<file path="config.mk">
export PLATFORM = sky130hd
export DESIGN_NAME = div_arbiter
export DESIGN_NICKNAME = d
export VERILOG_FILES = /design/src/rtl/div_pkg.sv /design/src/rtl/div_arbiter_rr_pick.sv /design/src/rtl/div_arbiter.sv
export SDC_FILE = /design/constraint.sdc
export NUM_CORES = 1
export LEC_CHECK = 0
export BUFFER_PORTS_ARGS = -buffer_cell sky130_fd_sc_hd__buf_2
export CORE_MARGIN = 3
export CORE_UTILIZATION = 34
export DETAILED_ROUTE_END_ITERATION = 8
export PLACE_DENSITY = 0.67
export SETUP_SLACK_MARGIN = 0.4
export SLEW_MARGIN = 30
export SYNTH_ARGS = -nofsm -noshare
export SYNTH_HDL_FRONTEND = slang
export SYNTH_SLANG_ARGS = --single-unit
</file>
<file path="constraint.sdc">
create_clock -name clk -period 6.7 [get_ports clk]
set_input_delay 0.335 -clock clk [delete_from_list [all_inputs] [get_ports clk]]
set_output_delay 0.335 -clock clk [all_outputs]
set_load 0.02 [all_outputs]
</file>
<file path="src/rtl/div_pkg.sv">
// ---------------------------------------------------------------------------
// div_pkg
// Shared types and constants for the divider arbiter slice.
//   div_state_t : arbiter FSM state encoding (IDLE, START, BUSY, RELEASE)
//   DIV_IN_W    : width of a mantissa fraction (hidden leading 1 implied)
//   DIV_Q_W     : width of the Q1.10 quotient returned by the divider
//   DIV_MAX_LAT : upper bound on grant-to-response latency, in cycles
// ---------------------------------------------------------------------------
package div_pkg;

    localparam int DIV_IN_W    = 10;
    localparam int DIV_Q_W     = 11;
    localparam int DIV_MAX_LAT = 40;

    // Encodings are fixed so that legacy consumers comparing raw state bits
    // keep working.
    typedef enum logic [1:0] {
        IDLE    = 2'd0,
        START   = 2'd1,
        BUSY    = 2'd2,
        RELEASE = 2'd3
    } div_state_t;

endpackage : div_pkg

</file>
<file path="src/rtl/div_arbiter_rr_pick.sv">
// ---------------------------------------------------------------------------
// rr_pick
// Combinational round-robin picker. The search for an eligible requester
// starts at ptr_i and wraps around modulo N; the first hit wins.
//   elig_i : eligible mask, one bit per requester
//   ptr_i  : index at which the search starts
//   gnt_o  : one-hot winner (all zero when nothing is eligible)
//   any_o  : high when at least one requester is eligible
// ---------------------------------------------------------------------------
module rr_pick #(
    parameter int N = 4
) (
    input  logic [N-1:0]                     elig_i,
    input  logic [((N > 1) ? $clog2(N) : 1)-1:0] ptr_i,
    output logic [N-1:0]                     gnt_o,
    output logic                             any_o
);

    localparam int PW  = (N > 1) ? $clog2(N) : 1;
    // One extra bit so ptr + offset cannot overflow before the wrap.
    localparam int PW1 = PW + 1;

    logic [N-1:0]   winner_s;
    logic           found_s;
    logic [PW1-1:0] sum_s;
    logic [PW-1:0]  idx_s;

    // Walk the requesters in rotated order starting at the pointer.
    always_comb begin
        winner_s = '0;
        found_s  = 1'b0;
        sum_s    = '0;
        idx_s    = '0;
        for (int k = 0; k < N; k++) begin
            sum_s = {1'b0, ptr_i} + PW1'(k);
            if (sum_s >= PW1'(N)) begin
                sum_s = sum_s - PW1'(N);
            end else begin
                sum_s = sum_s;
            end
            idx_s = sum_s[PW-1:0];
            if (!found_s && elig_i[idx_s]) begin
                winner_s[idx_s] = 1'b1;
                found_s         = 1'b1;
            end else begin
                found_s = found_s;
            end
        end
    end

    assign gnt_o = winner_s;
    assign any_o = found_s;

endmodule : rr_pick

</file>
<file path="src/rtl/div_arbiter.sv">
// ---------------------------------------------------------------------------
// div_arbiter
// Round-robin scheduler sharing one external div11x11 restoring divider
// among N requesters. Each requester supplies two 10-bit mantissa fractions
// (hidden leading 1); the granted pair is latched onto the divider inputs,
// the st/done handshake is sequenced, and the Q1.10 quotient 1.a / 1.b is
// returned to the granted requester with a one-cycle valid pulse.
//
// Ports
//   clk, reset     : clock, synchronous active-high reset
//   req_i          : per-requester request level
//   a_i, b_i       : per-requester dividend / divisor fractions
//   gnt_o          : one-hot grant, high while that operation is in flight
//   rsp_valid_o    : one-hot, one-cycle response strobe
//   rsp_q_o        : quotient, holds its last value between responses
//   busy_o         : FSM not in IDLE
//   div_st_o       : divider start / release strobe
//   div_f1_o/f2_o  : divider operands, stable from grant until IDLE
//   div_done_i     : divider done
//   div_f_i        : divider quotient
// ---------------------------------------------------------------------------
module div_arbiter
    import div_pkg::*;
#(
    parameter int N = 4
) (
    input  logic                         clk,
    input  logic                         reset,
    input  logic [N-1:0]                 req_i,
    input  logic [N-1:0][DIV_IN_W-1:0]   a_i,
    input  logic [N-1:0][DIV_IN_W-1:0]   b_i,
    output logic [N-1:0]                 gnt_o,
    output logic [N-1:0]                 rsp_valid_o,
    output logic [DIV_Q_W-1:0]           rsp_q_o,
    output logic                         busy_o,
    output logic                         div_st_o,
    output logic [DIV_IN_W-1:0]          div_f1_o,
    output logic [DIV_IN_W-1:0]          div_f2_o,
    input  logic                         div_done_i,
    input  logic [DIV_Q_W-1:0]           div_f_i
);

    localparam int PW = (N > 1) ? $clog2(N) : 1;

    div_state_t           state_q,     state_d;
    logic [N-1:0]         gnt_q,       gnt_d;
    logic [N-1:0]         rsp_valid_q, rsp_valid_d;
    logic [DIV_Q_W-1:0]   rsp_q_q,     rsp_q_d;
    logic                 busy_q,      busy_d;
    logic                 div_st_q,    div_st_d;
    logic [DIV_IN_W-1:0]  f1_q,        f1_d;
    logic [DIV_IN_W-1:0]  f2_q,        f2_d;
    logic [PW-1:0]        ptr_q,       ptr_d;

    logic [N-1:0]         elig_s;
    logic [N-1:0]         win_s;
    logic                 any_s;
    logic [DIV_IN_W-1:0]  a_sel_s;
    logic [DIV_IN_W-1:0]  b_sel_s;
    logic [PW-1:0]        win_idx_s;
    logic [PW-1:0]        ptr_nxt_s;

    // The requester whose response is landing this cycle still has its
    // (now stale) req high; mask it so it is not granted a second time.
    assign elig_s = req_i & ~rsp_valid_q;

    rr_pick #(
        .N (N)
    ) u_pick (
        .elig_i (elig_s),
        .ptr_i  (ptr_q),
        .gnt_o  (win_s),
        .any_o  (any_s)
    );

    // One-hot select of the winner's operands and its binary index.
    always_comb begin
        a_sel_s   = '0;
        b_sel_s   = '0;
        win_idx_s = '0;
        for (int i = 0; i < N; i++) begin
            a_sel_s   = a_sel_s   | (a_i[i] & {DIV_IN_W{win_s[i]}});
            b_sel_s   = b_sel_s   | (b_i[i] & {DIV_IN_W{win_s[i]}});
            win_idx_s = win_idx_s | (win_s[i] ? PW'(i) : PW'(0));
        end
    end

    // Pointer moves one past the winner, wrapping at N (N need not be 2^k).
    assign ptr_nxt_s = (win_idx_s == PW'(N - 1)) ? PW'(0) : (win_idx_s + PW'(1));

    // FSM next-state and output next-values.
    always_comb begin
        state_d     = state_q;
        gnt_d       = gnt_q;
        rsp_valid_d = '0;
        rsp_q_d     = rsp_q_q;
        div_st_d    = 1'b0;
        f1_d        = f1_q;
        f2_d        = f2_q;
        ptr_d       = ptr_q;
        case (state_q)
            IDLE: begin
                if (any_s) begin
                    gnt_d    = win_s;
                    f1_d     = a_sel_s;
                    f2_d     = b_sel_s;
                    ptr_d    = ptr_nxt_s;
                    div_st_d = 1'b1;
                    state_d  = START;
                end else begin
                    state_d = IDLE;
                end
            end
            START: begin
                state_d = BUSY;
            end
            BUSY: begin
                if (div_done_i) begin
                    // Second st pulse returns the divider to its idle state.
                    div_st_d = 1'b1;
                    state_d  = RELEASE;
                end else begin
                    state_d = BUSY;
                end
            end
            RELEASE: begin
                rsp_q_d     = div_f_i;
                rsp_valid_d = gnt_q;
                gnt_d       = '0;
                state_d     = IDLE;
            end
            default: begin
                gnt_d   = '0;
                state_d = IDLE;
            end
        endcase
        busy_d = (state_d != IDLE);
    end

    // State and output registers with synchronous reset.
    always_ff @(posedge clk) begin
        if (reset) begin
            state_q     <= IDLE;
            gnt_q       <= '0;
            rsp_valid_q <= '0;
            rsp_q_q     <= '0;
            busy_q      <= 1'b0;
            div_st_q    <= 1'b0;
            f1_q        <= '0;
            f2_q        <= '0;
            ptr_q       <= '0;
        end else begin
            state_q     <= state_d;
            gnt_q       <= gnt_d;
            rsp_valid_q <= rsp_valid_d;
            rsp_q_q     <= rsp_q_d;
            busy_q      <= busy_d;
            div_st_q    <= div_st_d;
            f1_q        <= f1_d;
            f2_q        <= f2_d;
            ptr_q       <= ptr_d;
        end
    end

    assign gnt_o       = gnt_q;
    assign rsp_valid_o = rsp_valid_q;
    assign rsp_q_o     = rsp_q_q;
    assign busy_o      = busy_q;
    assign div_st_o    = div_st_q;
    assign div_f1_o    = f1_q;
    assign div_f2_o    = f2_q;

endmodule : div_arbiter

</file>
==> results_dict.tcl, run 1 <==
set metrics [dict create \
    cts_root_buffer "clkbuf_8" \
    mostFrequentLayoutCell "buf_2" \
    slew_headroom 0.422 \
    antenna_found_initial 0 \
    synth_area_um2 2410 \
    arrival_ns 3.46 \
    cts_made_buffers 5 \
    die-area_um2 8120 \
    wl_per_cell_um 14.9 \
    synth_nets 366 \
    ir_drop_mv 0.153 \
    max_freq_mhz 310 \
    gr-total-overflow 0 \
    setup_violations 0 \
    synth_cell_types 36 \
    final_cell_mix "buf_2 (138), dfxtp_1 (45), a21oi_1 (43)" \
    fin_crit_ns 3.23 \
    io_pins 139 \
    yosysSeqAreaShare 0.374 \
    row_count 30 \
    cts_tree "done" \
    wl_mm 7.14 \
    maxCapViolations 0 \
    slew_viol_final 0 \
    r2r-start "ptr_q[0]" \
    final_layout_size_suffix_gt1_frac 0.427 \
    postCtsHoldBufs 0 \
    final_cell_area_um2 3230 \
    areaGrowthSynthToFinish_pct 34.3 \
    hp-class "input port to flip-flop" \
    setup.worst_path.start_class "flip-flop" \
    yosysWarnings 0 \
    vias 2484 \
    worstSetupStartpoint "ptr_q[0]" \
    clock-sinks 45 \
    fin_crit_sh 0.482 \
    grt_pass1_vias 2412 \
    die_h_um 90.1 \
    clk_path_buf_depth 2 \
    run_status "complete, no violations" \
    leakagePower_nw 1.51 \
    drt-initial-drc-count 196 \
    start_util 0.352 \
    track_usage 0.170 \
    cp_max_fo 21 \
    dp_hpwl_mm 5.34 \
    grt_pass1_wl_mm 11.6 \
    crit_type "flip-flop to flip-flop" \
    setup_tns_ns 0 \
    hp-start "div_f_i[10]" \
    via_per_inst 5.18 \
    clk_pin_slew_ns 0.09 \
    antennaDiodeCount 0 \
    cp_data_required_time_ns 6.93 \
    coreArea_um2 6830 \
    drc 0 \
    postCtsSetupRepairBufs 0 \
    dpl_cell_area_um2 3120 \
    gp_congestion 0.826 \
    grt_setup_unrepaired "no" \
    skew_ns 0.00717 \
    netlist_instances 256 \
    syn_area_per_cell_um2 9.40 \
    hold_viol 0 \
    grt_max_degree 26 \
    worst_setup_path_end_kind "flip-flop" \
    synth-seq-cells 45 \
    dr.pass1.iters 7 \
    clock_latency_ns 0.29 \
    io_buffer_count 138 \
    ant_nets 0 \
    final_nets 493 \
    cts_resized 0 \
    die_w_um 90.1 \
    htreeDepth 2 \
    fill_cells 698 \
    worstMarginPinSlew_ns 0.865 \
    p_per_area_nw_per_um2 416 \
]
where the power goes:
| group | internal (mW) | total, mW | switching [mW] |
|---|---|---|---|
| combinational | 0.282 | 0.747 | 0.465 |
| sequential | 0.342 | 0.390 | 0.0480 |
| clock | 0.112 | 0.206 | 0.0944 |
| total | 0.736 | 1.34 | 0.607 |
kinds of logic after synthesis:
kind of cell | share of synthesized area
flops | 0.374
buf+inv | 0.0572
fa+ha+maj | 0.0624
simple gates | 0.129
mux | 0.0905
compound gates | 0.283
xor+xnor | 0.00364
Yosys cell counts (all sizes together):
cell type,count,area share
a2111oi,2,0.023
a21oi,43,0.089
a222oi,20,0.083
a22oi,4,0.015
a32oi,1,0.0036
and2,5,0.013
and2b,2,0.0083
buf,10,0.029
clkbuf,8,0.012
dfxtp,45,0.37
ha,12,0.062
inv,10,0.016
mux2i,15,0.062
mux4,3,0.028
nand2,5,0.0078
nand2b,4,0.010
nand3,10,0.027
nand4,1,0.0026
nor2,18,0.028
nor2b,4,0.017
o21ai,23,0.048
o32ai,4,0.015
o41ai,1,0.0068
or2,2,0.0052
or3,3,0.0099
xnor2,1,0.0036
registers in the layout, indices dropped and copies added (netlist names):
signal	flops
div_f2_o	10
rsp_valid_o	4
busy_o	1
rsp_q_o	11
state_q	2
div_f1_o	10
gnt_o	4
div_st_o	1
ptr_q	2
critical path: stages, from the launching register on:
cell,delay (ns)
dfxtp_1,0.54
inv_1,0.25
ha_1,0.41
or3_4,0.42
a2111oi_4,0.48
o21ai_1,0.11
nand3_1,0.60
a21oi_1,0.17
a21oi_1,0.19
layout make-up:
type / instances / area (um^2) / area share
multi-input cells: 183 / 1370 / 0.423
well taps: 96 / 120 / 0.0372
flip-flops and latches: 45 / 901 / 0.279
inverters: 10 / 37.5 / 0.0116
clock inverters: 3 / 46.3 / 0.0143
clock buffers: 5 / 68.8 / 0.0213
repair buffers: 138 / 691 / 0.214
layer usage:
metal	GRT usage	part of all wire	up-vias
met4	0.0523	0.014	0
met2	0.286	0.49	122
met1	0.211	0.42	1132
met5	0	0	-
li1	-	-	1221
met3	0.0477	0.079	9
stage by stage:
stage	hold WS (ns)	utilization	power, mW	instances	worst slack (ns)
2_1_floorplan	0.414	-	0.975	256	4.15
3_3_place_gp	0.468	0.456	1.13	472	3.60
3_5_place_dp	0.482	0.456	1.14	472	3.49
4_1_cts	0.266	0.473	1.35	480	3.47
5_1_grt	0.275	0.473	1.44	480	3.20
6_report	0.270	0.473	1.34	480	3.47
final timing paths:
| kind | endpoint | slack, ns | cells past startpoint |
|---|---|---|---|
| setup reg to reg | div_f2_o[8] | 3.47 | 8 |
| hold reg to reg | rsp_q_o[10] | 0.50 | 2 |
| hold / removal | rsp_q_o[10] | 0.27 | 3 |
| setup / recovery | div_f2_o[8] | 3.47 | 8 |
(Power assumes the default switching activity.)
==> run 2, diff against run 1 <==
- PLACE_DENSITY: 0.67 -> 0.69
- clock period: 6.7 -> 2.9 ns (I/O delays scaled with it)
==> run 2 against run 1 <==
Effect of this change: critical endpoint is now div_f1_o[1]; sequential cell count unchanged; sequential share of layout area down 2.0 points; combinational power rose to 2.9 times the previous value; routed wire length up 14%; design area up 8.4%; core utilization up 4.0 points; worst setup slack worse by 3.0 ns; die area unchanged; clock power up 130%.
==> results_dict.tcl, run 2 (synthesized netlist as in run 1, its figures left out) <==
set metrics [dict create \
    drc 0 \
    htreeDepth 2 \
    gr-total-overflow 0 \
    clock_latency_ns 0.30 \
    grt_pass1_vias 2609 \
    p_switching_mw 1.60 \
    p_per_area_nw_per_um2 1020 \
    grt_max_degree 24 \
    maxCapViolations 0 \
    seqPwrFrac 0.254 \
    dr.pass1.iters 6 \
    max_freq_mhz 410 \
    largest_reg_flops 11 \
    slew_headroom 0.511 \
    worst_setup_path_end_kind "flip-flop" \
    areaGrowthSynthToFinish_pct 45.7 \
    wl_mm 8.12 \
    antenna_found_initial 0 \
    die_w_um 90.1 \
    p_comb_frac 0.611 \
    setup_violations 0 \
    fin_crit_ns 2.44 \
    fin_crit_sh 0.841 \
    final_util 0.513 \
    run_status "complete, no violations" \
    cp_max_fo 7 \
    dpl_cell_area_um2 3160 \
    final_cell_mix "buf_2 (138), a21oi_1 (43), dfxtp_1 (43)" \
    slew_viol_final 0 \
    skew_ns 0.00533 \
    arrival_ns 2.62 \
    drt-initial-drc-count 221 \
    cts_tree "done" \
    final_cell_area_um2 3500 \
    power.internal_mw 1.97 \
    ir_drop_mv 0.453 \
    hp-class "input port to flip-flop" \
    postCtsHoldBufs 0 \
    leakagePower_nw 1.65 \
    io_pins 139 \
    antennaDiodeCount 0 \
    die_h_um 90.1 \
    final_layout_size_suffix_gt1_frac 0.479 \
    clk_pin_slew_ns 0.09 \
    setup_tns_ns 0 \
    hold_viol 0 \
    cp_data_required_time_ns 3.08 \
    hold_depth 3 \
    dp_hpwl_mm 5.52 \
    cp_slowest_cell "a222oi_1" \
    clk_path_buf_depth 2 \
    mostFrequentLayoutCell "buf_2" \
    start_util 0.352 \
    ant_nets 0 \
    grt_setup_unrepaired "no" \
    crit_chain "inv_1, ha_4, mux4_2, nor2_1, a22oi_2, buf_4, nand3_2, a222oi_1, a21oi_1" \
    coreArea_um2 6830 \
    row_count 30 \
    busiest_layer "met2" \
    track_usage 0.184 \
    io_buffer_count 138 \
    cpPeakStageDelay_ns 0.40 \
    crit_type "flip-flop to flip-flop" \
    use_met3 0.0469 \
    final_nets 512 \
    die-area_um2 8120 \
    clockPowerShare 0.135 \
    wl_per_cell_um 16.3 \
    clock-sinks 45 \
    setup.worst_path.start_class "flip-flop" \
    cts_root_buffer "clkbuf_8" \
    cts_made_buffers 5 \
    vias 2667 \
    worstMarginPinSlew_ns 0.733 \
    grt_pass1_wl_mm 12.4 \
    grtUsageMet2 0.307 \
    swShare 0.449 \
    r2r_cells 9 \
    grt.met1_usage 0.231 \
    via_per_inst 5.34 \
    gp_congestion 0.935 \
]
run 2: changes by cell type in the layout (fill, tap and decap cells not counted), sizes merged:
cell and change:
buf +15, nand3 +4
run 2: layout make-up:
type                    instances  area (um^2)
clock inverters                 3         46.3
multi-input cells             187         1510
fillers                       660         3330
well taps                      96          120
flip-flops and latches         45          906
clock buffers                   5         68.8
inverters                      10         40.0
repair buffers                153          816
run 2: what timing repair did:
item,CTS,global route
buffers inserted,4,7
endpoints found under the setup margin,24,25
gates resized for setup,11,7
gates cloned,2,2
pin swaps,5,4
run 2: power by group through the flow:
stage | clock, mW | sequential (mW) | combinational [mW]
global route | 0.523 | 0.929 | 2.33
global placement | 0 | 0.913 | 1.77
CTS | 0.493 | 0.911 | 1.96
finish | 0.482 | 0.906 | 2.18
detailed placement | 0 | 0.916 | 1.80
floorplan | 0 | 1.09 | 1.17
run 2: final timing paths:
check | startpoint | slack [ns] | to
min | div_f_i[6] | 0.07 | rsp_q_o[6]
max | ptr_q[0] | 0.46 | div_f1_o[1]
max reg2reg | ptr_q[0] | 0.46 | div_f1_o[1]
min reg2reg | rsp_q_o[9] | 0.50 | rsp_q_o[9]
run 2: worst max-delay path, delay by kind of cell, from the launching register on:
kind                     cells  cell delay [ns]
AO/OA/AOI/OAI                3             0.71
adder cells (fa/ha/maj)      1             0.27
buffers and inverters        2             0.31
flip-flops                   1             0.39
multiplexers                 1             0.31
AND/OR/NAND/NOR              2             0.34
run 2: per-layer routing:
layer / up-vias / share of wire
met5: - / 0
met4: 0 / 0.021
met3: 18 / 0.086
met2: 139 / 0.48
met1: 1240 / 0.42
li1: 1270 / -
run 2: stage by stage:
stage	power, mW	setup slack, ns	cells	hold slack [ns]
2_1_floorplan	2.25	0.485	256	0.224
3_3_place_gp	2.69	0.254	476	0.378
3_5_place_dp	2.71	0.147	476	0.397
4_1_cts	3.36	0.407	490	0.0692
5_1_grt	3.79	0.378	499	0.0682
6_report	3.57	0.462	499	0.0719
